--- config.mk ---
export PLATFORM = sky130hd
export DESIGN_NAME = key_debounce_flat
export DESIGN_NICKNAME = d
export VERILOG_FILES = /design/src/rtl/key_debounce_if.sv /design/src/rtl/key_debounce.sv /design/src/flat_wrapper.sv
export SDC_FILE = /design/constraint.sdc
export NUM_CORES = 1
export LEC_CHECK = 0
export ABC_CLOCK_PERIOD_IN_PS = 1700
export BUFFER_PORTS_ARGS = -buffer_cell sky130_fd_sc_hd__buf_2
export CAP_MARGIN = 25
export CORE_MARGIN = 4
export CORE_UTILIZATION = 55
export DETAILED_ROUTE_END_ITERATION = 12
export PLACE_DENSITY = 0.81
export SYNTH_ARGS = -nofsm -noshare
export SYNTH_HDL_FRONTEND = slang
export SYNTH_SLANG_ARGS = --single-unit
--- constraint.sdc ---
create_clock -name clk -period 1.7 [get_ports clk]
set_clock_uncertainty 0.1 [all_clocks]
set_input_delay 0.17 -clock clk [delete_from_list [all_inputs] [get_ports clk]]
set_output_delay 0.17 -clock clk [all_outputs]
set_load 0.05 [all_outputs]
--- src/rtl/key_debounce_if.sv ---
// key_debounce_if: pin-side keys and conditioned key outputs.
// master drives raw keys, slave (the debouncer) drives strobes/levels.
interface key_debounce_if;
  logic key1_n;
  logic key2_n;
  logic sw1;
  logic sw2;
  logic key1_lvl;
  logic key2_lvl;

  modport master (
    output key1_n,
    output key2_n,
    input  sw1,
    input  sw2,
    input  key1_lvl,
    input  key2_lvl
  );

  modport slave (
    input  key1_n,
    input  key2_n,
    output sw1,
    output sw2,
    output key1_lvl,
    output key2_lvl
  );
endinterface

--- src/rtl/key_debounce.sv ---
// key_debounce: sync + debounce two active-low keys into levels and
// one-cycle press strobes for the I2C EEPROM write/read triggers.
// Ports: clk, rst (sync, active high), bus (key_debounce_if.slave):
//   key1_n/key2_n raw keys in; sw1/sw2 strobes, key1_lvl/key2_lvl out.
// Optional macro KEY_REPEAT_EN adds auto-repeat strobes while held.
module key_debounce #(
  parameter int unsigned DEBOUNCE_CYCLES = 1_000_000,
  parameter int unsigned REPEAT_DELAY    = 25_000_000,
  parameter int unsigned REPEAT_PERIOD   = 10_000_000
) (
  input logic          clk,
  input logic          rst,
  key_debounce_if.slave bus
);

  localparam int CW = $clog2(DEBOUNCE_CYCLES);
  localparam logic [CW-1:0] LP_CMAX = CW'(DEBOUNCE_CYCLES - 1);

  typedef enum logic [1:0] {
    S_REL,
    S_PW,
    S_PR,
    S_RW
  } state_t;

  if (DEBOUNCE_CYCLES < 2 || DEBOUNCE_CYCLES > 32'h00FF_FFFF) begin : g_bad_deb
    $error("DEBOUNCE_CYCLES out of range");
  end
  if (REPEAT_DELAY < 2 || REPEAT_PERIOD < 1 ||
      REPEAT_PERIOD > REPEAT_DELAY) begin : g_bad_rep
    $error("REPEAT_DELAY/REPEAT_PERIOD out of range");
  end

  // bit 0 = key1 (write), bit 1 = key2 (read)
  logic [1:0] r_s1;
  logic [1:0] r_s2;
  logic [1:0] w_in;
  logic [1:0] w_arm;
  logic [1:0] w_lvl;
  logic [1:0] r_lvl;
  logic [1:0] r_sw;

  // Synchroniser resets to the released level so a held key
  // is seen as a fresh press once reset drops.
  always_ff @(posedge clk) begin
    if (rst) begin
      r_s1 <= 2'b11;
      r_s2 <= 2'b11;
    end else begin
      r_s1 <= {bus.key2_n, bus.key1_n};
      r_s2 <= r_s1;
    end
  end

  assign w_in = ~r_s2;

  for (genvar g = 0; g < 2; g++) begin : g_key
    state_t        r_state;
    state_t        w_next;
    logic [CW-1:0] r_cnt;
    logic          w_arm_g;
    logic          w_lvl_g;
    logic          w_rep_g;

    always_ff @(posedge clk) begin
      if (rst) begin
        r_state <= S_REL;
      end else begin
        r_state <= w_next;
      end
    end

    // Saturating stability counter, cleared on every state entry.
    always_ff @(posedge clk) begin
      if (rst) begin
        r_cnt <= '0;
      end else if (w_next != r_state) begin
        r_cnt <= '0;
      end else if ((r_state == S_PW || r_state == S_RW) &&
                   r_cnt != LP_CMAX) begin
        r_cnt <= r_cnt + 1'b1;
      end
    end

    always_comb begin
      w_next = r_state;
      unique case (r_state)
        S_REL: begin
          if (w_in[g]) w_next = S_PW;
        end
        S_PW: begin
          if (!w_in[g]) w_next = S_REL;
          else if (r_cnt == LP_CMAX) w_next = S_PR;
        end
        S_PR: begin
          if (!w_in[g]) w_next = S_RW;
        end
        S_RW: begin
          if (w_in[g]) w_next = S_PR;
          else if (r_cnt == LP_CMAX) w_next = S_REL;
        end
        default: w_next = S_REL;
      endcase
    end

`ifdef KEY_REPEAT_EN
    localparam int RW = $clog2(REPEAT_DELAY);
    localparam logic [RW-1:0] LP_RMAX  = RW'(REPEAT_DELAY - 1);
    localparam logic [RW-1:0] LP_RLOAD =
      RW'(REPEAT_DELAY - REPEAT_PERIOD);

    logic [RW-1:0] r_rcnt;

    // After the first repeat the counter restarts part way up so
    // later repeats come every REPEAT_PERIOD cycles.
    always_ff @(posedge clk) begin
      if (rst) begin
        r_rcnt <= '0;
      end else if (r_state != S_PR || w_next != S_PR) begin
        r_rcnt <= '0;
      end else if (r_rcnt == LP_RMAX) begin
        r_rcnt <= LP_RLOAD;
      end else begin
        r_rcnt <= r_rcnt + 1'b1;
      end
    end

    assign w_rep_g = (r_state == S_PR) && (w_next == S_PR) &&
                     (r_rcnt == LP_RMAX);
`else
    assign w_rep_g = 1'b0;
`endif

    // Outputs are decoded from the next state and registered below,
    // so strobe and level move on the same edge as the state.
    always_comb begin
      w_arm_g = 1'b0;
      w_lvl_g = 1'b0;
      if (r_state == S_PW && w_next == S_PR) w_arm_g = 1'b1;
      if (w_rep_g) w_arm_g = 1'b1;
      if (w_next == S_PR || w_next == S_RW) w_lvl_g = 1'b1;
    end

    assign w_arm[g] = w_arm_g;
    assign w_lvl[g] = w_lvl_g;
  end

  // Write wins a same-cycle tie; a strobe is dropped while the
  // other key is down so the controller never sees both requests.
  always_ff @(posedge clk) begin
    if (rst) begin
      r_lvl <= 2'b00;
      r_sw  <= 2'b00;
    end else begin
      r_lvl   <= w_lvl;
      r_sw[0] <= w_arm[0] && !r_lvl[1];
      r_sw[1] <= w_arm[1] && !w_arm[0] && !r_lvl[0];
    end
  end

  assign bus.sw1      = r_sw[0];
  assign bus.sw2      = r_sw[1];
  assign bus.key1_lvl = r_lvl[0];
  assign bus.key2_lvl = r_lvl[1];

endmodule

--- src/flat_wrapper.sv ---
// flat-port wrapper written by rule: the top's interface ports become plain ports
module key_debounce_flat 
#(
  parameter int unsigned DEBOUNCE_CYCLES = 1_000_000,
  parameter int unsigned REPEAT_DELAY    = 25_000_000,
  parameter int unsigned REPEAT_PERIOD   = 10_000_000
)
  (clk, rst, bus_key1_n, bus_key2_n, bus_sw1, bus_sw2, bus_key1_lvl, bus_key2_lvl);
  key_debounce_if bus_i ();
  input logic clk;
  input logic rst;
  input wire logic [$bits(bus_i.key1_n)-1:0] bus_key1_n;
  input wire logic [$bits(bus_i.key2_n)-1:0] bus_key2_n;
  output wire logic [$bits(bus_i.sw1)-1:0] bus_sw1;
  output wire logic [$bits(bus_i.sw2)-1:0] bus_sw2;
  output wire logic [$bits(bus_i.key1_lvl)-1:0] bus_key1_lvl;
  output wire logic [$bits(bus_i.key2_lvl)-1:0] bus_key2_lvl;
  assign bus_i.key1_n = bus_key1_n;
  assign bus_i.key2_n = bus_key2_n;
  assign bus_sw1 = bus_i.sw1;
  assign bus_sw2 = bus_i.sw2;
  assign bus_key1_lvl = bus_i.key1_lvl;
  assign bus_key2_lvl = bus_i.key2_lvl;
  key_debounce #(.DEBOUNCE_CYCLES(DEBOUNCE_CYCLES), .REPEAT_DELAY(REPEAT_DELAY), .REPEAT_PERIOD(REPEAT_PERIOD)) u_core (.clk(clk), .rst(rst), .bus(bus_i));
endmodule
Yosys cells after proc, flatten, opt, wreduce, memory -nomap -nowiden. Index checks and enable logic that the tools add are counted. W data, S select, Z words.

Add/subtract/negate cells: 2. Eq/ne operators: 16. Muxes and demuxes: 18. Bitwise operators: 1. Reductions and logical operators: 18.

Operators with widths (number): $add A20 B1 Y20 const B (2); $eq A20 B20 Y1 const B (2); $ne A20 B20 Y1 const B (2); $mux W2 (12); $eq A2 B2 Y1 const B (8); $pmux W2 S4 (2); $logic_and A1 B1 Y1 (7); $eq A2 B1 Y1 const B (2); $logic_not A2 Y1 (2); $logic_or A1 B1 Y1 (4); $mux W1 (4); $ne A2 B2 Y1 (2); $reduce_or A2 Y1 (2); $logic_not A1 Y1 (3); $not A2 Y2 (1).

Flip-flop bits (word level): 52. Input bits: 4. Output and inout port bits: 4. Logic and storage cells: 63.

Longest topological paths before layout. Gate-level depths: netlist (run 1).

Depth after elaboration: 10. Gate-level depth with buffers: 7. Gate-level depth less buffers: 6.

Worst setup path after synthesis (run 1). OpenSTA, ideal clock, no wires.

Path kind: register to register. Start: register u_core.g_key[1].r_cnt[14]. End: register u_core.g_key[1].r_state[1]. Library setup time: 0.128 ns. Arrival: 1.424 ns. Data required time: 1.472 ns. Setup slack: 0.048 ns. Stages on the path, launching flop included: 7. Buffers on the path: 1. Cells stage by stage: dfxtp_1 -> nor4bb_2 -> and4_4 -> buf_6 -> nand2_1 -> a21oi_1 -> nor2_1.

Word-level cells in the longest chain between the ends: 4.

Ends and longest elaborated chain: from (decl) (RTL line key_debounce.sv:60) `logic [CW-1:0] r_cnt;`; from (signal assigned) (RTL line key_debounce.sv:81) `r_cnt <= r_cnt + 1'b1;`; $eq A20 B20 Y1 * (RTL line key_debounce.sv:93, key_debounce.sv:100); $mux W2, on equally long branches (RTL line key_debounce.sv:100, key_debounce.sv:93); $mux W2, on equally long branches (RTL line key_debounce.sv:99, key_debounce.sv:92); $pmux W2 S4 * (RTL line key_debounce.sv:87) `unique case (r_state)`; to (signal assigned) (RTL line key_debounce.sv:69) `r_state <= w_next;`; to (decl) (RTL line key_debounce.sv:58) `state_t r_state;`.

Every way passes the cells marked *; elsewhere a longest branch is shown, timed or not. A chain may end at the register's enable or synchronous reset.

Final worst setup path (run 1).
Start: register u_core.g_key[1].r_cnt[1]. End: register u_core.r_lvl[1].

Word-level cells in the longest chain between the ends: 7.

Ends and longest elaborated chain: $eq A20 B20 Y1 * (RTL line key_debounce.sv:93, key_debounce.sv:100); $mux W2, on equally long branches (RTL line key_debounce.sv:100, key_debounce.sv:93); $mux W2, on equally long branches (RTL line key_debounce.sv:99, key_debounce.sv:92); $pmux W2 S4 * (RTL line key_debounce.sv:87); $eq A2 B2 Y1 (RTL line key_debounce.sv:141) `if (w_next == S_PR || w_next == S_RW) w_lvl_g = 1'b1;`; $logic_or A1 B1 Y1 * (RTL line key_debounce.sv:141); $mux W1 * (RTL line key_debounce.sv:141); to (signal assigned) (RTL line key_debounce.sv:155) `r_lvl <= w_lvl;`; to (decl) (RTL line key_debounce.sv:40) `logic [1:0] r_lvl;`.

Marked as above.

==> out/summary.json, run 1 <==
{
  "status": "finished with violations",
  "violations_in_the_final_reports": "setup timing",
  "worstRegToRegCells": 6,
  "synth_enable_flop_cells": 0,
  "worstPathMaxFanout": 7,
  "drv_slew": 0,
  "timing_hold_violations_final": 0,
  "total_leakage_power_uw": 0.001164,
  "slowest_stage": "dfxtp_1",
  "ratio_of_total_power_to_cell_area_nw_per_um2": 646.4,
  "worstPathCellList": "ha_2 > buf_4 > and3_1 > nand2_1 > a21oi_1 > nor2_1",
  "combinational_family_with_the_most_area_after_synthesis": "simple AND/OR/NAND/NOR gates",
  "io_pins": 8,
  "floorplan.die.height_um": 74.71,
  "rr_startpoint": "u_core.g_key[1].r_cnt[1]",
  "yosys-top-cells-area": "dfxtp_1 43%, nor2_1 6.3%, xnor2_1 6.1%, xor2_1 5.4%, nand3_1 2.9%",
  "synth.ff_latch_count": 52,
  "timing.critical_path.from_type": "flop",
  "period_utilization_post_route": 1.012,
  "syn_area_per_cell_sq_um": 9.341,
  "hp-class": "in -> reg",
  "power_uw": 2023,
  "grt_max_degree": 17,
  "crit_arrival_ns": 1.83,
  "peakVddDrop_mv": 0.3561,
  "syn_nets": 268,
  "chipWidth_um": 74.71,
  "path_type_of_the_worst_setup_path": "reg -> reg",
  "finalWirelength_mm": 6.354,
  "grt_total_usage": 0.2035,
  "hold-path-endpoint": "u_core.g_key[1].r_state[1]",
  "pwr-share-comb": 0.040,
  "top_count_cell_post_synth": "dfxtp_1",
  "grt_remaining_overflow": 0,
  "grt_pass1_vias": 1965,
  "final_antenna_net_count": 0,
  "coreArea_sq_um": 4144,
  "root_buffer_selected_by_cts": "clkbuf_8",
  "post_synth_mux_area_share": 0.008180,
  "non_filler_cells_final": 367,
  "syn-instance-count": 262,
  "place.detailed.instances": 351,
  "post-synth-top-area-cell": "dfxtp_1",
  "synth_compound_area_frac": 0.08896,
  "antenna_found_initial": 0,
  "max_slew_margin": 0.7231,
  "syn_to_final_growth_pct": 27.86,
  "place_worst_setup_slack_ns": -0.1204,
  "rrSetupSlack_ns": -0.02,
  "grt_setup_unrepaired": "true",
  "most_frequent_cells_after_synthesis": "52 x dfxtp_1, 41 x nor2_1, 17 x xnor2_1, 16 x nand2_1, 15 x xor2_1",
  "first_pass_grt_wire_length_mm": 8.804,
  "worst_hold_slack_ns": 0.06838,
  "design.die.area_sq_um": 5581,
  "share_of_synthesized_area_occupied_by_flip_flops_and_latches": 0.4254,
  "detail_route.iter0.violations": 252,
  "pwr-share-seq": 0.608,
  "number_of_buffers_added_on_ports": 7,
  "cp.required_ns": 1.81,
  "htree_levels": 2,
  "detailroute.via_count": 2181,
  "synth.cell_area_sq_um": 2447,
  "dr.pass1.iters": 6,
  "post_drt_via_cell_ratio": 5.943,
  "final_nets": 322,
  "antennaDiodeCount": 0,
  "clock_path_buffers": 2,
  "cp-end-kind": "flop",
  "worst-path-buf-inv": 1,
  "critical_path.top_delay_family": "simple AND/OR/NAND/NOR gates",
  "std_cell_rows": 23,
  "cpPeakStageDelay_ns": 0.39,
  "cts-buffers-inserted": 5,
  "synth_top_cell_area_share": 0.4254,
  "layout-drive-gt1-share": 0.3596,
  "max_cap_viol_count": 0,
  "yosys.area_share.xor_xnor": 0.1145,
  "cts.sinks": 52,
  "fmax_ghz": 0.5812,
  "tightest_slew_ns": 0.4138,
  "hold_path.startpoint": "rst",
  "finalSetupViolations": 4,
  "globalplace.congestion": 0.8755,
  "power.switching_uw": 475.3,
  "clkPwrFrac": 0.351,
  "post_synth_and_or_nand_nor_area_fraction": 0.3236,
  "utilization": 0.7551,
  "synth.distinct_cells": 49,
  "synth_flop_cell": "dfxtp_1",
  "yosysWarningCount": 0,
  "path_clk_slew_ns": 0.10,
  "netSwitchingFraction": 0.2350,
  "hpwl_mm": 3.645,
  "regToRegEndpoint": "u_core.r_lvl[1]",
  "insertion_delay_ns": 0.31,
  "postLayoutSetupSlackWorst_ns": -0.02059,
  "crit_path_start": "u_core.g_key[1].r_cnt[1]",
  "cts_tree": "yes",
  "wl_per_cell_um": 17.31,
  "initial_core_util": 0.5906,
  "finalCriticalPeriod_ns": 1.721,
  "synthAdderAreaFrac": 0.01022,
  "post_synthesis_async_set_or_reset_flop_share": 0,
  "cp.depth": 6,
  "whs_path_depth": 2,
  "drc_markers": 0,
  "p_int_uw": 1547
}
[state kept, by name, indices dropped and copies added, names as in the netlist]
name                  cells
u_core.g_key.r_state      4
u_core.r_sw               2
u_core.r_s2               2
u_core.r_lvl              2
u_core.r_s1               2
u_core.g_key.r_cnt       40
[routing by layer]
metal	vias to the layer above	share of wire	track usage
met5	-	0	0
met4	0	0.033	0.09881
met3	26	0.045	0.03872
met2	81	0.49	0.3190
met1	1032	0.43	0.2693
li1	1042	-	-
[worst register-to-register path: cells and delay by family, from the launching register on]
| family | cells | cell delay (ns) |
|---|---|---|
| buffers and inverters | 1 | 0.17 |
| adder cells (fa/ha/maj) | 1 | 0.24 |
| flip-flops | 1 | 0.39 |
| AO/OA/AOI/OAI | 1 | 0.23 |
| AND/OR/NAND/NOR | 3 | 0.49 |
[power by group through the flow]
stage	Clock, uW	Combinational, uW	Sequential, uW
after global routing	771	88.2	1230
after detailed placement	0	59.8	1260
final	711	81.7	1230
after floorplan	0	46.5	1260
after global placement	0	58.1	1260
after CTS	706	69.9	1230
[final cells by class]
| cell class | count | area, sq um |
|---|---|---|
| multi-input combinational | 199 | 1493 |
| sequential | 52 | 1055 |
| fill | 260 | 1015 |
| timing repair buffer | 55 | 420.4 |
| clock buffer | 5 | 68.82 |
| tap | 50 | 62.56 |
| clock inverter | 3 | 18.77 |
| inverter | 3 | 11.26 |
[worst max-delay path by stage]
stage                                      end  slack (ns)
floorplan           u_core.g_key[1].r_state[1]        0.05
global route                   u_core.r_lvl[1]       -0.15
CTS                   u_core.g_key[0].r_cnt[3]       -0.03
detailed placement   u_core.g_key[0].r_cnt[15]       -0.12
finish                         u_core.r_lvl[1]       -0.02
global placement     u_core.g_key[0].r_cnt[17]       -0.04
[placed cells by master (no fill, tap or decap), types with 5 or more instances in the layout]
cell	n
and3_1	5
a21oi_1	9
xnor2_1	17
nor3_1	7
buf_4	43
xor2_1	14
nand2_1	16
and4_1	5
or2_2	6
nor2_1	41
dfxtp_2	11
nand3_1	13
clkbuf_8	5
dfxtp_1	41
buf_2	7
nand4_1	7
[logic make-up (layout without fill, tap and decap cells)]
logic type	after synthesis	count (layout)
AOI/OAI and AO/OA	27	27
xor gates and xnor gates	32	32
adders and majority gates	2	2
buffers and inverters	12	66
DFF	52	52
muxes	2	2
and+or+nand+nor	135	136
[timing repair]
action / in CTS / in global routing
gates resized for setup: 6 / 36
hold endpoints to repair: 2 / 0
setup endpoints to repair: 36 / 44
pin swaps: 6 / 14
buffers inserted: 3 / 3
hold buffers: 2 / 0
cloned: 1 / 0
[per-stage QoR]
| stage | setup TNS, ns | instance area, sq um |
|---|---|---|
| detailed placement | -1.538 | 2793 |
| global placement | -0.5199 | 2793 |
| floorplan | 0 | 2447 |
| global route | -1.092 | 3129 |
| CTS | -0.03594 | 2952 |
| finish | -0.04325 | 3129 |
Note: power is estimated with default switching activity, not from simulation.
==> run 2: changes to the inputs <==
--- a/config.mk
+++ b/config.mk
@@ -11,7 +11,8 @@
 export CORE_MARGIN = 4
 export CORE_UTILIZATION = 55
 export DETAILED_ROUTE_END_ITERATION = 12
-export PLACE_DENSITY = 0.81
+export PLACE_DENSITY = 0.75
+export SLEW_MARGIN = 10
 export SYNTH_ARGS = -nofsm -noshare
 export SYNTH_HDL_FRONTEND = slang
 export SYNTH_SLANG_ARGS = --single-unit
==> run 2 against run 1 <==
- the flow still finishes with violations (setup timing)
- setup slack got worse by 0.11 ns
- wire length rose by 21%
- sequential share of layout area shrank 2.9 points
- final area rose by 9.4%
- cell count increased by 3.3%
- via count increased by 13%
- hold slack better by 0.11 ns
- flip-flop and latch count is the same
- register-to-register slack lost 0.11 ns
- critical endpoint is now u_core.g_key[1].r_cnt[9]
- largest cell class unchanged
==> out/summary.json, run 2 (synthesis results as in run 1) <==
{
  "finalSetupViolations": {"value": 24, "change": "+20"},
  "drc_markers": {"value": 0, "change": "unchanged"},
  "floorplan.die.height": {"value": 74.71, "unit": "um", "change": "unchanged"},
  "place_worst_setup_slack": {"value": -0.1132, "unit": "ns", "change": "+0.007163 ns"},
  "rr_startpoint": "u_core.g_key[1].r_cnt[18]",
  "max_cap_viol_count": {"value": 0, "change": "unchanged"},
  "peakVddDrop": {"value": 0.6723, "unit": "mV", "change": "+89%"},
  "drv_slew": {"value": 0, "change": "unchanged"},
  "final_antenna_net_count": {"value": 0, "change": "unchanged"},
  "max_slew_margin": {"value": 0.7208, "change": "-0.002305"},
  "whs_path_depth": {"value": 2, "change": "unchanged"},
  "coreArea": {"value": 4144, "unit": "sq um", "change": "unchanged"},
  "clock_path_buffers": {"value": 2, "change": "unchanged"},
  "grt_setup_unrepaired": "true",
  "regMostFlops": "u_core.g_key.r_cnt",
  "postLayoutSetupSlackWorst": {"value": -0.1282, "unit": "ns", "change": "-0.1076 ns"},
  "crit_path_start": "u_core.g_key[1].r_cnt[18]",
  "largest_reg_flops": {"value": 40, "change": "unchanged"},
  "grt_max_degree": {"value": 22, "change": "+5"},
  "period_utilization_post_route": {"value": 1.075, "change": "+0.06332"},
  "wl_per_cell": {"value": 20.35, "unit": "um", "change": "+18%"},
  "worstRegToRegCells": {"value": 6, "change": "unchanged"},
  "regToRegEndpoint": "u_core.g_key[1].r_cnt[9]",
  "largestRegisters": "u_core.g_key.r_cnt (40), u_core.g_key.r_state (4)",
  "final_common_cell": "buf_4",
  "finalCriticalPeriod": {"value": 1.828, "unit": "ns", "change": "+0.1076 ns"},
  "globalplace.congestion": {"value": 0.8051, "change": "-8.0%"},
  "path_type_of_the_worst_setup_path": "reg -> reg",
  "number_of_buffers_added_on_ports": {"value": 7, "change": "unchanged"},
  "htree_levels": {"value": 2, "change": "unchanged"},
  "detail_route.iter0.violations": {"value": 278, "change": "+10%"},
  "antennaDiodeCount": {"value": 0, "change": "unchanged"},
  "syn_to_final_growth_pct": 39.88,
  "hp-class": "in -> reg",
  "cts-buffers-inserted": {"value": 5, "change": "unchanged"},
  "crit_arrival": {"value": 1.93, "unit": "ns", "change": "+0.10 ns"},
  "grt_total_usage": {"value": 0.2217, "change": "+0.01812"},
  "post_drt_via_cell_ratio": {"value": 6.478, "change": "+9.0%"},
  "hpwl": {"value": 3.548, "unit": "mm", "change": "-2.7%"},
  "timing_hold_violations_final": {"value": 0, "change": "unchanged"},
  "dr.pass1.iters": {"value": 5, "change": "-1"},
  "violations_in_the_final_reports": "setup timing",
  "std_cell_rows": {"value": 23, "change": "unchanged"},
  "detailroute.via_count": {"value": 2455, "change": "+13%"},
  "grt_pass1_vias": {"value": 2046, "change": "+4.1%"},
  "cp.required": {"value": 1.80, "unit": "ns", "change": "about the same"},
  "critPathCapture": "u_core.g_key[1].r_cnt[9]",
  "initial_core_util": {"value": 0.5906, "change": "unchanged"},
  "tightest_slew": {"value": 0.4172, "unit": "ns", "change": "+0.003446 ns"},
  "root_buffer_selected_by_cts": "clkbuf_8",
  "design.die.area": {"value": 5581, "unit": "sq um", "change": "unchanged"},
  "status": "finished with violations",
  "timing.critical_path.from_type": "flop",
  "insertion_delay": {"value": 0.31, "unit": "ns", "change": "about the same"},
  "cts.sinks": {"value": 52, "change": "unchanged"},
  "chipWidth": {"value": 74.71, "unit": "um", "change": "unchanged"},
  "rrSetupSlack": {"value": -0.13, "unit": "ns", "change": "-0.11 ns"},
  "finalWirelength": {"value": 7.711, "unit": "mm", "change": "+21%"},
  "ratio_of_total_power_to_cell_area": {"value": 608.0, "unit": "nW/um^2", "change": "-5.9%"},
  "cts_tree": "yes",
  "io_pins": {"value": 8, "change": "unchanged"},
  "first_pass_grt_wire_length": {"value": 9.439, "unit": "mm", "change": "+7.2%"},
  "mostFrequentLayoutCells": "51 x buf_4, 41 x dfxtp_1, 29 x nor2_1",
  "worst_hold_slack": {"value": 0.1743, "unit": "ns", "change": "+0.1059 ns"},
  "layout-drive-gt1-share": {"value": 0.4498, "change": "+0.09023"},
  "power": {"value": 2081, "unit": "uW", "change": "+2.9%"},
  "cp-end-kind": "flop",
  "fmax": {"value": 0.5470, "unit": "GHz", "change": "-5.9%"},
  "total_leakage_power": {"value": 0.001198, "unit": "uW", "change": "+2.9%"},
  "path_clk_slew": {"value": 0.09, "unit": "ns", "change": "about the same"},
  "final_nets": {"value": 334, "change": "+3.7%"},
  "grt_remaining_overflow": {"value": 0, "change": "unchanged"},
  "antenna_found_initial": {"value": 0, "change": "unchanged"},
  "worstPathMaxFanout": {"value": 5, "change": "-2"}
}
==> run 2: cell count changes in the layout (fill, tap and decap cells not counted), sizes merged <==
| cell | previous run | this run |
|---|---|---|
| buf | 53 | 62 |
| clkbuf | 5 | 9 |
| clkinv | 3 | 0 |
| or3 | 2 | 4 |
==> run 2: power by group <==
group / leakage, uW / switching, uW / internal (uW)
clock network: 0.0000455 / 404 / 333
logic: 0.000727 / 67.5 / 47.6
registers: 0.000426 / 5.82 / 1220
total: 0.00120 / 477 / 1600
==> run 2: worst min path at each step <==
stage,startpoint,to,slack [ns]
floorplan,bus_key1_n,u_core.r_s1[0],0.17
global route,rst,u_core.r_lvl[1],0.20
CTS,rst,u_core.r_lvl[1],0.13
global placement,bus_key2_n,u_core.r_s1[1],0.25
finish,rst,u_core.r_lvl[1],0.17
detailed placement,bus_key1_n,u_core.r_s1[0],0.26
==> run 2: area by class of cell <==
class	instances	area [sq um]
multi-input combinational	201	1679
inverter	3	11.26
sequential	52	1055
fill	203	720.7
tap	50	62.56
clock buffer	8	90.09
timing repair buffer	65	525.5
==> run 2: routing by layer <==
layer / up-vias / GRT usage / wire (um) / share of wire
li1: 1057 / - / - / -
met1: 1200 / 0.3034 / 3088 / 0.40
met2: 163 / 0.3395 / 3741 / 0.49
met3: 35 / 0.04673 / 596 / 0.077
met4: 0 / 0.09486 / 284 / 0.037
met5: - / 0 / 0 / 0
==> run 2: stage by stage <==
stage | std cells | TNS, ns | util | area, sq um
final | 379 | -1.614 | 0.8261 | 3423
after global routing | 379 | -3.766 | 0.8261 | 3423
after CTS | 372 | 0 | 0.7394 | 3064
after detailed placement | 358 | -1.358 | 0.6896 | 2858
after global placement | 358 | -0.2257 | 0.6896 | 2858
after floorplan | 262 | 0 | - | 2447
==> run 2: worst max-delay path, cell delays in order, from the launching register on <==
cell and delay (ns):
dfxtp_1 0.35, and3_2 0.25, and4_4 0.21, buf_4 0.16
a211oi_1 0.37, xnor2_1 0.21, nor2_1 0.07
==> run 2: what timing repair did <==
action                                 CTS  global route
pin swaps                                6            40
setup endpoints to repair               39            40
gates resized for setup                 10            68
buffers inserted                         3             4
endpoints found under the hold margin    2             0
cloned                                   1             3
hold buffers                             2             0
==> run 3: changes to the inputs <==
--- a/config.mk
+++ b/config.mk
@@ -8,10 +8,11 @@
 export ABC_CLOCK_PERIOD_IN_PS = 1700
 export BUFFER_PORTS_ARGS = -buffer_cell sky130_fd_sc_hd__buf_2
 export CAP_MARGIN = 25
-export CORE_MARGIN = 4
-export CORE_UTILIZATION = 55
+export CELL_PAD_IN_SITES_DETAIL_PLACEMENT = 1
+export CELL_PAD_IN_SITES_GLOBAL_PLACEMENT = 1
+export CORE_UTILIZATION = 40
 export DETAILED_ROUTE_END_ITERATION = 12
-export PLACE_DENSITY = 0.75
+export PLACE_DENSITY_LB_ADDON = 0.1
 export SLEW_MARGIN = 10
 export SYNTH_ARGS = -nofsm -noshare
 export SYNTH_HDL_FRONTEND = slang
==> run 3 against run 2 <==
- the flow still finishes with violations (setup timing)
- register-to-register slack better by 0.12 ns
- utilization decreased by 25 points
- hold slack worse by 0.079 ns
- setup slack improved by 0.12 ns
- sequential share of layout area down 0.20 points
- die area is 15% higher
- sequential power barely moved
- clock-buffer cell count down 2
- final area grew 0.40%
- global-route usage is 1.6 points lower
- critical path type unchanged
==> out/summary.json, run 3 (synthesis results as in run 1) <==
{
  "largest_reg_flops": {"value": 40, "change": "unchanged"},
  "critical_path.top_delay_family": "simple AND/OR/NAND/NOR gates",
  "cp.required": {"value": 1.81, "unit": "ns", "change": "about the same"},
  "dr.pass1.iters": {"value": 6, "change": "+1"},
  "cpPeakStageDelay": {"value": 0.37, "unit": "ns", "change": "about the same"},
  "drv_slew": {"value": 0, "change": "unchanged"},
  "globalplace.congestion": {"value": 0.7973, "change": "-0.97%"},
  "timing_hold_violations_final": {"value": 0, "change": "unchanged"},
  "regMostFlops": "u_core.g_key.r_cnt",
  "cts-buffers-inserted": {"value": 5, "change": "unchanged"},
  "finalCriticalPeriod": {"value": 1.706, "unit": "ns", "change": "-0.1218 ns"},
  "ratio_of_total_power_to_cell_area": {"value": 599.2, "unit": "nW/um^2", "change": "-1.4%"},
  "antenna_found_initial": {"value": 0, "change": "unchanged"},
  "path_clk_slew": {"value": 0.09, "unit": "ns", "change": "about the same"},
  "period_utilization_post_route": {"value": 1.004, "change": "-0.07167"},
  "final_antenna_net_count": {"value": 0, "change": "unchanged"},
  "cts.sinks": {"value": 52, "change": "unchanged"},
  "number_of_buffers_added_on_ports": {"value": 7, "change": "unchanged"},
  "wl_per_cell": {"value": 16.08, "unit": "um", "change": "-21%"},
  "std_cell_rows": {"value": 28, "change": "+22%"},
  "worstPathMaxFanout": {"value": 6, "change": "+1"},
  "final_nets": {"value": 340, "change": "+1.8%"},
  "grt_remaining_overflow": {"value": 0, "change": "unchanged"},
  "cp-end-kind": "flop",
  "tightest_slew": {"value": 0.3321, "unit": "ns", "change": "-0.08517 ns"},
  "utilization": {"value": 0.5805, "change": "-0.2456"},
  "slowest_stage": "nor4_4",
  "postLayoutSetupSlackWorst": {"value": -0.006404, "unit": "ns", "change": "+0.1218 ns"},
  "antennaDiodeCount": {"value": 0, "change": "unchanged"},
  "finalSetupViolations": {"value": 2, "change": "-92%"},
  "hp-class": "in -> reg",
  "final_common_cell": "buf_4",
  "htree_levels": {"value": 2, "change": "unchanged"},
  "initial_core_util": {"value": 0.4134, "change": "-0.1772"},
  "peakVddDrop": {"value": 0.4139, "unit": "mV", "change": "-38%"},
  "insertion_delay": {"value": 0.31, "unit": "ns", "change": "about the same"},
  "finalWirelength": {"value": 6.594, "unit": "mm", "change": "-14%"},
  "post_drt_via_cell_ratio": {"value": 5.251, "change": "-19%"},
  "clock_path_buffers": {"value": 2, "change": "unchanged"},
  "io_pins": {"value": 8, "change": "unchanged"},
  "place.detailed.instances": {"value": 390, "change": "+8.9%"},
  "fmax": {"value": 0.5860, "unit": "GHz", "change": "+7.1%"},
  "grt_setup_unrepaired": "true",
  "max_slew_margin": {"value": 0.7770, "change": "+0.05622"},
  "hpwl": {"value": 4.065, "unit": "mm", "change": "+15%"},
  "root_buffer_selected_by_cts": "clkbuf_8",
  "design.die.area": {"value": 6435, "unit": "sq um", "change": "+15%"},
  "worst-path-buf-inv": {"value": 1, "change": "unchanged"},
  "drc_markers": {"value": 0, "change": "unchanged"},
  "coreArea": {"value": 5921, "unit": "sq um", "change": "+43%"},
  "worst_hold_slack": {"value": 0.09489, "unit": "ns", "change": "-0.07936 ns"},
  "non_filler_cells_final": {"value": 410, "change": "+8.2%"},
  "detail_route.iter0.violations": {"value": 45, "change": "-84%"},
  "layout-drive-gt1-share": {"value": 0.4060, "change": "-0.04388"},
  "worstPathCellList": "nor4_4 > and4_4 > buf_6 > a211oi_4 > xnor2_1 > nor2_1",
  "cts_tree": "yes",
  "grt_max_degree": {"value": 16, "change": "-27%"},
  "mostFrequentLayoutCells": "53 x buf_4, 45 x dfxtp_1, 41 x nor2_1",
  "total_leakage_power": {"value": 0.001252, "unit": "uW", "change": "+4.5%"},
  "first_pass_grt_wire_length": {"value": 10.30, "unit": "mm", "change": "+9.1%"},
  "syn_to_final_growth_pct": 40.44,
  "status": "finished with violations",
  "floorplan.die.height": {"value": 80.22, "unit": "um", "change": "+7.4%"},
  "max_cap_viol_count": {"value": 0, "change": "unchanged"},
  "layout.area.seq": {"value": 1052, "unit": "sq um", "change": "-0.24%"},
  "violations_in_the_final_reports": "setup timing",
  "chipWidth": {"value": 80.22, "unit": "um", "change": "+7.4%"},
  "detailroute.via_count": {"value": 2153, "change": "-12%"},
  "grt_total_usage": {"value": 0.2059, "change": "-0.01581"},
  "largestRegisters": "u_core.g_key.r_cnt (40), u_core.g_key.r_state (4)",
  "multi_input_comb_area": {"value": 1595, "unit": "sq um", "change": "-5.0%"},
  "timing.critical_path.from_type": "flop",
  "crit_arrival": {"value": 1.81, "unit": "ns", "change": "-0.12 ns"},
  "path_type_of_the_worst_setup_path": "reg -> reg",
  "filler_cell_count": {"value": 661, "change": "+230%"},
  "grt_pass1_vias": {"value": 2221, "change": "+8.6%"}
}
-- run 3: changes by cell type in the layout (fill, tap and decap cells not counted), moves of 3 or more --
cell     delta
dfxtp_2     -5
buf_6       +5
nor2_4     -11
xor2_2      -3
dfxtp_1     +4
nor2_1     +12
xor2_1      +3
-- run 3: repair_timing --
| item | in CTS | in global routing |
|---|---|---|
| pin swaps | 10 | 21 |
| setup endpoints to repair | 41 | 29 |
| gates cloned | 1 | 1 |
| setup buffers | 7 | 1 |
| hold buffers | 2 | 0 |
| endpoints found under the hold margin | 2 | 0 |
| resized for setup | 18 | 38 |
-- run 3: metrics by stage --
stage / setup WS, ns / TNS (ns) / total power [uW] / area (sq um)
after CTS: -0.004241 / -0.004241 / 2086 / 3233
after global placement: -0.1826 / -4.130 / 1320 / 2942
after floorplan: 0.04831 / 0 / 1302 / 2447
after detailed placement: -0.1923 / -4.646 / 1321 / 2942
after global routing: -0.08362 / -0.9507 / 2135 / 3437
final: -0.006404 / -0.01147 / 2059 / 3437
-- run 3: worst paths after layout --
path | from | endpoint | slack (ns) | cells past startpoint
worst max-delay path | u_core.g_key[1].r_cnt[10] | u_core.g_key[1].r_cnt[7] | -0.006 | 6
worst min-delay path | rst | u_core.r_lvl[0] | 0.09 | 2
worst max register to register | u_core.g_key[1].r_cnt[10] | u_core.g_key[1].r_cnt[7] | -0.006 | 6
worst min register to register | u_core.r_s1[1] | u_core.r_s2[1] | 0.32 | 1
-- run 3: final cells by class --
class,instances,share of cell area
clock buffer,6,0.02403
clock inverter,2,0.002912
inverter,3,0.003276
multi-input combinational,200,0.4641
sequential,52,0.3062
tap,75,0.02730
timing repair buffer,72,0.1722
-- run 3: routing by layer --
| metal | track usage | up-vias | share of wire |
|---|---|---|---|
| met5 | 0 | - | 0 |
| met4 | 0.07500 | 0 | 0.012 |
| met3 | 0.03523 | 10 | 0.016 |
| met2 | 0.3812 | 14 | 0.54 |
| met1 | 0.2341 | 1061 | 0.43 |
| li1 | - | 1068 | - |
-- run 3: power breakdown --
part | total, uW | internal, uW | switching (uW)
logic | 93.3 | 41.0 | 52.3
clock network | 739 | 326 | 413
registers | 1230 | 1220 | 5.10
